==> config.mk <==
export PLATFORM = sky130hd
export DESIGN_NAME = uart_frame_rx_flat
export DESIGN_NICKNAME = d
export VERILOG_FILES = /design/src/rtl/uart_frame_rx_pkg.sv /design/src/rtl/uart_frame_rx_if.sv /design/src/rtl/uart_frame_rx_buf.sv /design/src/rtl/uart_frame_rx.sv /design/src/flat_wrapper.sv
export SDC_FILE = /design/constraint.sdc
export NUM_CORES = 1
export LEC_CHECK = 0
export BUFFER_PORTS_ARGS = -buffer_cell sky130_fd_sc_hd__buf_2
export CELL_PAD_IN_SITES_DETAIL_PLACEMENT = 0
export CELL_PAD_IN_SITES_GLOBAL_PLACEMENT = 1
export CORE_MARGIN = 3
export CORE_UTILIZATION = 32
export DETAILED_ROUTE_END_ITERATION = 8
export PLACE_DENSITY_LB_ADDON = 0.15
export SYNTH_ARGS = -nofsm -noshare
export SYNTH_HDL_FRONTEND = slang
export SYNTH_SLANG_ARGS = --single-unit
==> constraint.sdc <==
create_clock -name clk -period 3 [get_ports clk]
set_input_delay 0.15 -clock clk [delete_from_list [all_inputs] [get_ports clk]]
set_output_delay 0.15 -clock clk [all_outputs]
set_load 0.05 [all_outputs]
==> src/rtl/uart_frame_rx_pkg.sv <==
// Shared types and helpers for the UART frame decoder: FSM state encoding,
// default sync marker and the running checksum step.
package uart_frame_pkg;

  typedef enum logic [2:0] {
    IDLE,
    LEN,
    PAYLOAD,
    CHECK,
    DRAIN
  } state_e;

  localparam logic [7:0] SYNC_BYTE_DEF = 8'hA5;

  function automatic logic [7:0] csum_next(input logic [7:0] csum, input logic [7:0] data);
    return csum ^ data;
  endfunction

endpackage

==> src/rtl/uart_frame_rx_if.sv <==
// Byte-stream bundle around the frame decoder: inbound bytes from uart_rx and
// outbound payload beats. slave = decoder side, master = its environment.
interface uart_frame_rx_if;
  logic [7:0] in_data;
  logic       in_valid;
  logic       in_ready;
  logic [7:0] out_data;
  logic       out_valid;
  logic       out_ready;
  logic       out_last;

  modport master (
    output in_data, in_valid, out_ready,
    input  in_ready, out_data, out_valid, out_last
  );

  modport slave (
    input  in_data, in_valid, out_ready,
    output in_ready, out_data, out_valid, out_last
  );
endinterface

==> src/rtl/uart_frame_rx_buf.sv <==
// Payload store: register array with one synchronous write port and one
// asynchronous read port. Contents are not reset; only validated frames are read.
module uart_frame_buf #(
  parameter int DEPTH = 16,
  parameter int AW    = 4
) (
  input  logic          clk,
  input  logic          we,
  input  logic [AW-1:0] waddr,
  input  logic [7:0]    wdata,
  input  logic [AW-1:0] raddr,
  output logic [7:0]    rdata
);

  logic [7:0] mem_q [DEPTH];

  always_ff @(posedge clk) begin
    if (we) mem_q[waddr] <= wdata;
  end

  assign rdata = mem_q[raddr];

endmodule

==> src/rtl/uart_frame_rx.sv <==
// Frame decoder: SYNC, LEN, payload, XOR checksum; replays good payloads.
// Optional inter-byte timeout is built only with UART_FRAME_RX_TIMEOUT_EN.
module uart_frame_rx
  import uart_frame_pkg::*;
#(
  parameter logic [7:0] SYNC_BYTE      = SYNC_BYTE_DEF,
  parameter int         MAX_LEN        = 16,
  parameter int         TIMEOUT_CYCLES = 50000
) (
  input  logic           clk,
  input  logic           rst,
  uart_frame_rx_if.slave bus,
  output logic           frame_ok,
  output logic           frame_err,
  output logic [7:0]     err_count
);

  localparam int PW = $clog2(MAX_LEN) + 1;
  localparam int AW = (MAX_LEN > 1) ? $clog2(MAX_LEN) : 1;

  if (!(MAX_LEN >= 1 && MAX_LEN <= 255 && TIMEOUT_CYCLES >= 1)) begin : g_bad_cfg
    $error("uart_frame_rx: MAX_LEN must be 1..255 and TIMEOUT_CYCLES >= 1");
  end

  state_e        state_q, state_d;
  logic [7:0]    len_q, len_d;
  logic [7:0]    csum_q, csum_d;
  logic [7:0]    err_count_q, err_count_d;
  logic [PW-1:0] wr_q, wr_d;
  logic [PW-1:0] rd_q, rd_d;
  logic          frame_ok_q, frame_ok_d;
  logic          frame_err_q, frame_err_d;

  logic          in_fire, out_fire;
  logic          buf_we;
  logic [7:0]    buf_rdata;
  logic          last_wr, last_rd, len_bad, tmo;

  assign bus.in_ready  = (state_q != DRAIN);
  assign bus.out_valid = (state_q == DRAIN);
  assign bus.out_data  = bus.out_valid ? buf_rdata : 8'h00;
  assign bus.out_last  = bus.out_valid && last_rd;

  assign in_fire  = bus.in_valid && bus.in_ready;
  assign out_fire = bus.out_valid && bus.out_ready;

  // len_q is never 0 outside IDLE/LEN, so len_q-1 is the index of the final byte
  assign last_wr = (wr_q == PW'(len_q - 8'd1));
  assign last_rd = (rd_q == PW'(len_q - 8'd1));
  assign len_bad = (bus.in_data == 8'h00) || (32'(bus.in_data) > MAX_LEN);

`ifdef UART_FRAME_RX_TIMEOUT_EN
  localparam int TW = $clog2(TIMEOUT_CYCLES + 1);

  logic [TW-1:0] tcnt_q, tcnt_d;

  // Counts idle cycles mid-frame only; DRAIN stalls are the consumer's business.
  always_comb begin
    tcnt_d = '0;
    tmo    = 1'b0;
    if ((state_q == LEN || state_q == PAYLOAD || state_q == CHECK) && !in_fire) begin
      if (tcnt_q == TW'(TIMEOUT_CYCLES - 1)) tmo = 1'b1;
      else                                   tcnt_d = tcnt_q + 1'b1;
    end
  end

  always_ff @(posedge clk or posedge rst) begin
    if (rst) tcnt_q <= '0;
    else     tcnt_q <= tcnt_d;
  end
`else
  assign tmo = 1'b0;
`endif

  always_comb begin
    state_d     = state_q;
    len_d       = len_q;
    csum_d      = csum_q;
    wr_d        = wr_q;
    rd_d        = rd_q;
    frame_ok_d  = 1'b0;
    frame_err_d = 1'b0;
    buf_we      = 1'b0;

    unique case (state_q)
      IDLE: begin
        if (in_fire && bus.in_data == SYNC_BYTE) state_d = LEN;
      end
      LEN: begin
        if (in_fire) begin
          if (len_bad) begin
            frame_err_d = 1'b1;
            state_d     = IDLE;
          end else begin
            len_d   = bus.in_data;
            csum_d  = bus.in_data;
            wr_d    = '0;
            state_d = PAYLOAD;
          end
        end
      end
      PAYLOAD: begin
        if (in_fire) begin
          buf_we = 1'b1;
          csum_d = csum_next(csum_q, bus.in_data);
          wr_d   = wr_q + 1'b1;
          if (last_wr) state_d = CHECK;
        end
      end
      CHECK: begin
        if (in_fire) begin
          if (bus.in_data == csum_q) begin
            frame_ok_d = 1'b1;
            rd_d       = '0;
            state_d    = DRAIN;
          end else begin
            frame_err_d = 1'b1;
            state_d     = IDLE;
          end
        end
      end
      DRAIN: begin
        if (out_fire) begin
          rd_d = rd_q + 1'b1;
          if (last_rd) state_d = IDLE;
        end
      end
      default: state_d = IDLE;
    endcase

    // tmo only fires on cycles with no accepted byte, so it never races a decision above
    if (tmo) begin
      frame_err_d = 1'b1;
      state_d     = IDLE;
    end

    err_count_d = (frame_err_d && err_count_q != 8'hFF) ? err_count_q + 8'd1 : err_count_q;
  end

  always_ff @(posedge clk or posedge rst) begin
    if (rst) begin
      state_q     <= IDLE;
      len_q       <= '0;
      csum_q      <= '0;
      wr_q        <= '0;
      rd_q        <= '0;
      frame_ok_q  <= 1'b0;
      frame_err_q <= 1'b0;
      err_count_q <= '0;
    end else begin
      state_q     <= state_d;
      len_q       <= len_d;
      csum_q      <= csum_d;
      wr_q        <= wr_d;
      rd_q        <= rd_d;
      frame_ok_q  <= frame_ok_d;
      frame_err_q <= frame_err_d;
      err_count_q <= err_count_d;
    end
  end

  assign frame_ok  = frame_ok_q;
  assign frame_err = frame_err_q;
  assign err_count = err_count_q;

  uart_frame_buf #(
    .DEPTH (MAX_LEN),
    .AW    (AW)
  ) u_buf (
    .clk   (clk),
    .we    (buf_we),
    .waddr (wr_q[AW-1:0]),
    .wdata (bus.in_data),
    .raddr (rd_q[AW-1:0]),
    .rdata (buf_rdata)
  );

endmodule
==> src/flat_wrapper.sv <==
// flat-port wrapper written by rule: the top's interface ports become plain ports
module uart_frame_rx_flat import uart_frame_pkg::*;
#(
  parameter logic [7:0] SYNC_BYTE      = SYNC_BYTE_DEF,
  parameter int         MAX_LEN        = 16,
  parameter int         TIMEOUT_CYCLES = 50000
)
  (clk, rst, frame_ok, frame_err, err_count, bus_in_data, bus_in_valid, bus_out_ready, bus_in_ready, bus_out_data, bus_out_valid, bus_out_last);
  uart_frame_rx_if bus_i ();
  input  logic clk;
  input  logic rst;
  output logic frame_ok;
  output logic frame_err;
  output logic [7:0] err_count;
  input wire logic [$bits(bus_i.in_data)-1:0] bus_in_data;
  input wire logic [$bits(bus_i.in_valid)-1:0] bus_in_valid;
  input wire logic [$bits(bus_i.out_ready)-1:0] bus_out_ready;
  output wire logic [$bits(bus_i.in_ready)-1:0] bus_in_ready;
  output wire logic [$bits(bus_i.out_data)-1:0] bus_out_data;
  output wire logic [$bits(bus_i.out_valid)-1:0] bus_out_valid;
  output wire logic [$bits(bus_i.out_last)-1:0] bus_out_last;
  assign bus_i.in_data = bus_in_data;
  assign bus_i.in_valid = bus_in_valid;
  assign bus_i.out_ready = bus_out_ready;
  assign bus_in_ready = bus_i.in_ready;
  assign bus_out_data = bus_i.out_data;
  assign bus_out_valid = bus_i.out_valid;
  assign bus_out_last = bus_i.out_last;
  uart_frame_rx #(.SYNC_BYTE(SYNC_BYTE), .MAX_LEN(MAX_LEN), .TIMEOUT_CYCLES(TIMEOUT_CYCLES)) u_core (.clk(clk), .rst(rst), .bus(bus_i), .frame_ok(frame_ok), .frame_err(frame_err), .err_count(err_count));
endmodule
==> impl_metrics.py <==
metrics = {
    "layout": {
        "final-instance-count-excl-fill": 791,
        "final_common_cell": "edfxtp_1",
        "mostFrequentLayoutCells": "edfxtp_1, dfrtp_1, buf_2, nor2_1, buf_4",
        "drive_gt1_share_pct": 26.03,
        "fin_util_pct": 38.19,
        "num-fill-cells": 2044,
        "antennaDiodeCount": 0,
        "syn_to_final_growth_pct": 16.68,
        "layout.nets": 517,
    },
    "global_route": {
        "grt_max_degree": 37,
        "antenna_found_initial": 0,
        "overflow": 0,
        "grt_pass1_wl_um": 25560,
        "grt_pass1_vias": 4035,
        "grt.total_usage_pct": 14.45,
    },
    "die": {
        "die_h_um": 155.9,
        "coreArea_um2": 21960,
        "die_w_um": 155.9,
        "start_util_pct": 32.74,
        "num_io_pins": 33,
        "row_count": 54,
        "die_area_um2": 24300,
    },
    "clocking": {
        "post_cts_buffers": 0,
        "cts_tree": "yes",
        "clkLatencyLatePin_ns": 0.43,
        "path_clk_slew_ns": 0.07,
        "clock-root-buffer": "clkbuf_16",
        "clockBufferDepth": 2,
        "h-tree-depth": 4,
        "cts_made_buffers": 17,
        "cts.sinks": 164,
    },
    "critical_path": {
        "worst_ep_arrival_time_ns": 2.61,
        "cp_data_required_time_ns": 2.85,
        "timing.rr.start": "u_core.state_q[2]$_DFFE_PP0P_",
        "r2r_end": "u_core.u_buf.mem_q[15][4]$_DFFE_PP_",
        "reg2regPathDepth": 4,
        "cp-endpoint": "bus_out_data[7]",
        "endpoint_kind": "output pin",
        "start_kind": "register",
        "critPathKind": "register to output pin",
        "regToRegSetupSlack_ns": 0.88,
        "cp_max_fo": 20,
        "critPathLaunch": "u_core.rd_q[0]$_DFFE_PP0P_",
    },
    "job": {
        "cap_violations": 0,
    },
    "synthesis": {
        "syn-cell-area_um2": 7188,
        "ys.warnings.count": 0,
        "syn_inst": 440,
        "synth.avg_cell_area_um2": 16.34,
        "netlist_top_cells_area": "edfxtp_1, dfrtp_1, mux4_2",
        "ys_ff_latch": 164,
        "ys_types": 51,
        "ys_seq_area_share_pct": 66.01,
        "yosys.area.top_type": "edfxtp_1",
        "syn_nets": 459,
        "synth_top_cell_area_share_pct": 53.47,
    },
    "sta": {
        "fmax_ghz": 0.3623,
        "post-route-min-period_ns": 2.760,
        "final_max_slew_viol_count": 0,
        "rsz0062_at_grt": "no",
        "fin_skew_ns": 0.005802,
        "hold_violations": 0,
        "worstMarginPinSlew_ns": 0.8245,
        "fin_tns_setup_ns": 0,
        "slew_headroom_pct": 45.04,
        "fin_crit_sh_pct": 92.00,
        "setup_viol": 0,
    },
    "detailed_routing": {
        "drtIter0Drc": 257,
        "antenna_left": 0,
        "viasPerCell": 4.995,
        "drc_errors": 0,
        "wl_um": 16450,
        "vias": 3951,
        "drtPass1Iterations": 6,
        "drt-wirelength-per-cell_um": 20.79,
    },
    "place": {
        "portBuffers": 32,
        "gp_congestion": 0.7427,
        "dpl.cell_count": 758,
        "hpwl_um": 10780,
    },
    "pwr": {
        "p_comb_share_pct": 19.6,
        "p_seq_share_pct": 45.8,
        "swShare_pct": 30.70,
        "clockPowerShare_pct": 34.6,
        "ir_drop_uv": 369.4,
        "p_leak_nw": 2.946,
        "powerDensity_nw_per_um2": 728.7,
        "switching_power_mw": 1.876,
        "internal_power_mw": 4.236,
    },
    "run_status": {
        "status": "finished clean",
    },
    "hold_path": {
        "hp-class": "input pin to register",
    },
}
cell usage after synthesis, drive strengths merged:
library cell,instances
edfxtp,128
dfrtp,36
mux4,32
nor2,32
xor2,22
nand2,19
a211oi,16
buf,15
nand3,14
xnor2,14
nand4,10
nor2b,10
mux2i,9
clkbuf,8
mux2,8
nor3,8
ha,7
inv,6
nand2b,6
o21ai,6
and3,5
nor4,5
o21a,5
o221a,5
and2,2
nand3b,2
nand4b,2
nor3b,2
a211o,1
a21oi,1
and4bb,1
o211ai,1
o31ai,1
or4,1
layer usage:
| metal | share of wire [%] | up-vias | global-route usage, % | routed length, um |
|---|---|---|---|---|
| li1 | - | 1825 | - | - |
| met1 | 49 | 2055 | 20.95 | 7985 |
| met2 | 48 | 57 | 22.21 | 7863 |
| met3 | 2.3 | 14 | 2.635 | 375 |
| met4 | 1.3 | 0 | 4.542 | 222 |
| met5 | 0 | - | 0 | 0 |
repair_timing:
action                    CTS  global route
hold endpoints to repair   36             0
gates resized for setup     0             0
hold buffers                1             0
state kept, by name, summed over array words and instances (netlist names):
name,count
u_core.wr_q,5
u_core.u_buf.mem_q,128
u_core.frame_ok,1
u_core.state_q,3
u_core.len_q,5
u_core.csum_q,8
u_core.rd_q,5
u_core.frame_err,1
u_core.err_count,8
power by group through the flow:
stage / Combinational (mW) / Clock (mW) / Sequential (mW)
after detailed placement: 1.21 / 0 / 2.85
after CTS: 1.22 / 2.17 / 2.80
final: 1.20 / 2.11 / 2.80
after floorplan: 0.893 / 0 / 2.87
after global placement: 1.20 / 0 / 2.84
after global routing: 1.32 / 2.26 / 2.83
layout make-up:
class | count | area, um2 | area share (%)
clock buffer | 17 | 425.4 | 5.072
clock inverter | 15 | 157.7 | 1.880
inverter | 6 | 22.52 | 0.2685
multi-input combinational | 247 | 2272 | 27.09
sequential | 164 | 4746 | 56.59
tap | 280 | 350.3 | 4.177
timing repair buffer | 62 | 412.9 | 4.923
critical path, stage by stage (launching register included):
cell and delay (ns):
dfrtp_2 0.51, buf_12 0.24, mux4_2 0.50, nor2b_1 0.14
a211oi_1 0.41, a211oi_1 0.11, buf_2 0.26
logic make-up (layout without fill, tap and decap cells):
logic type / after synthesis / after routing / synth area share [%]
DFF: 164 / 164 / 66.01
and+or+nand+nor: 119 / 119 / 9.104
muxes: 49 / 49 / 13.11
AOI/OAI and AO/OA: 36 / 36 / 3.795
xor gates and xnor gates: 36 / 36 / 4.386
buffers and inverters: 29 / 100 / 2.385
adders and majority gates: 7 / 7 / 1.218
how the worst min path moves through the flow:
stage / startpoint / endpoint / slack (ns) / cells past startpoint
after global placement: rst / u_core.csum_q[2]$_DFFE_PP0P_ / 0.30 / 3
after floorplan: bus_in_data[0] / u_core.u_buf.mem_q[0][0]$_DFFE_PP_ / 0.25 / 0
after detailed placement: rst / u_core.csum_q[3]$_DFFE_PP0P_ / 0.30 / 3
after global routing: bus_out_ready / u_core.rd_q[0]$_DFFE_PP0P_ / 0.11 / 3
final: bus_out_ready / u_core.rd_q[0]$_DFFE_PP0P_ / 0.1 / 3
after CTS: bus_out_ready / u_core.rd_q[0]$_DFFE_PP0P_ / 0.09 / 3
per-stage QoR:
step	power, mW	setup slack [ns]	hold WS, ns	instance area, um2
floorplan	3.762	0.01773	0.2489	7188
finish	6.112	0.2400	0.09688	8387
CTS	6.188	0.2146	0.08624	8387
detailed placement	4.059	0.6845	0.2991	7794
global placement	4.048	0.6801	0.3039	7794
global route	6.414	0.1172	0.1143	8387
(Power assumes the default switching activity.)
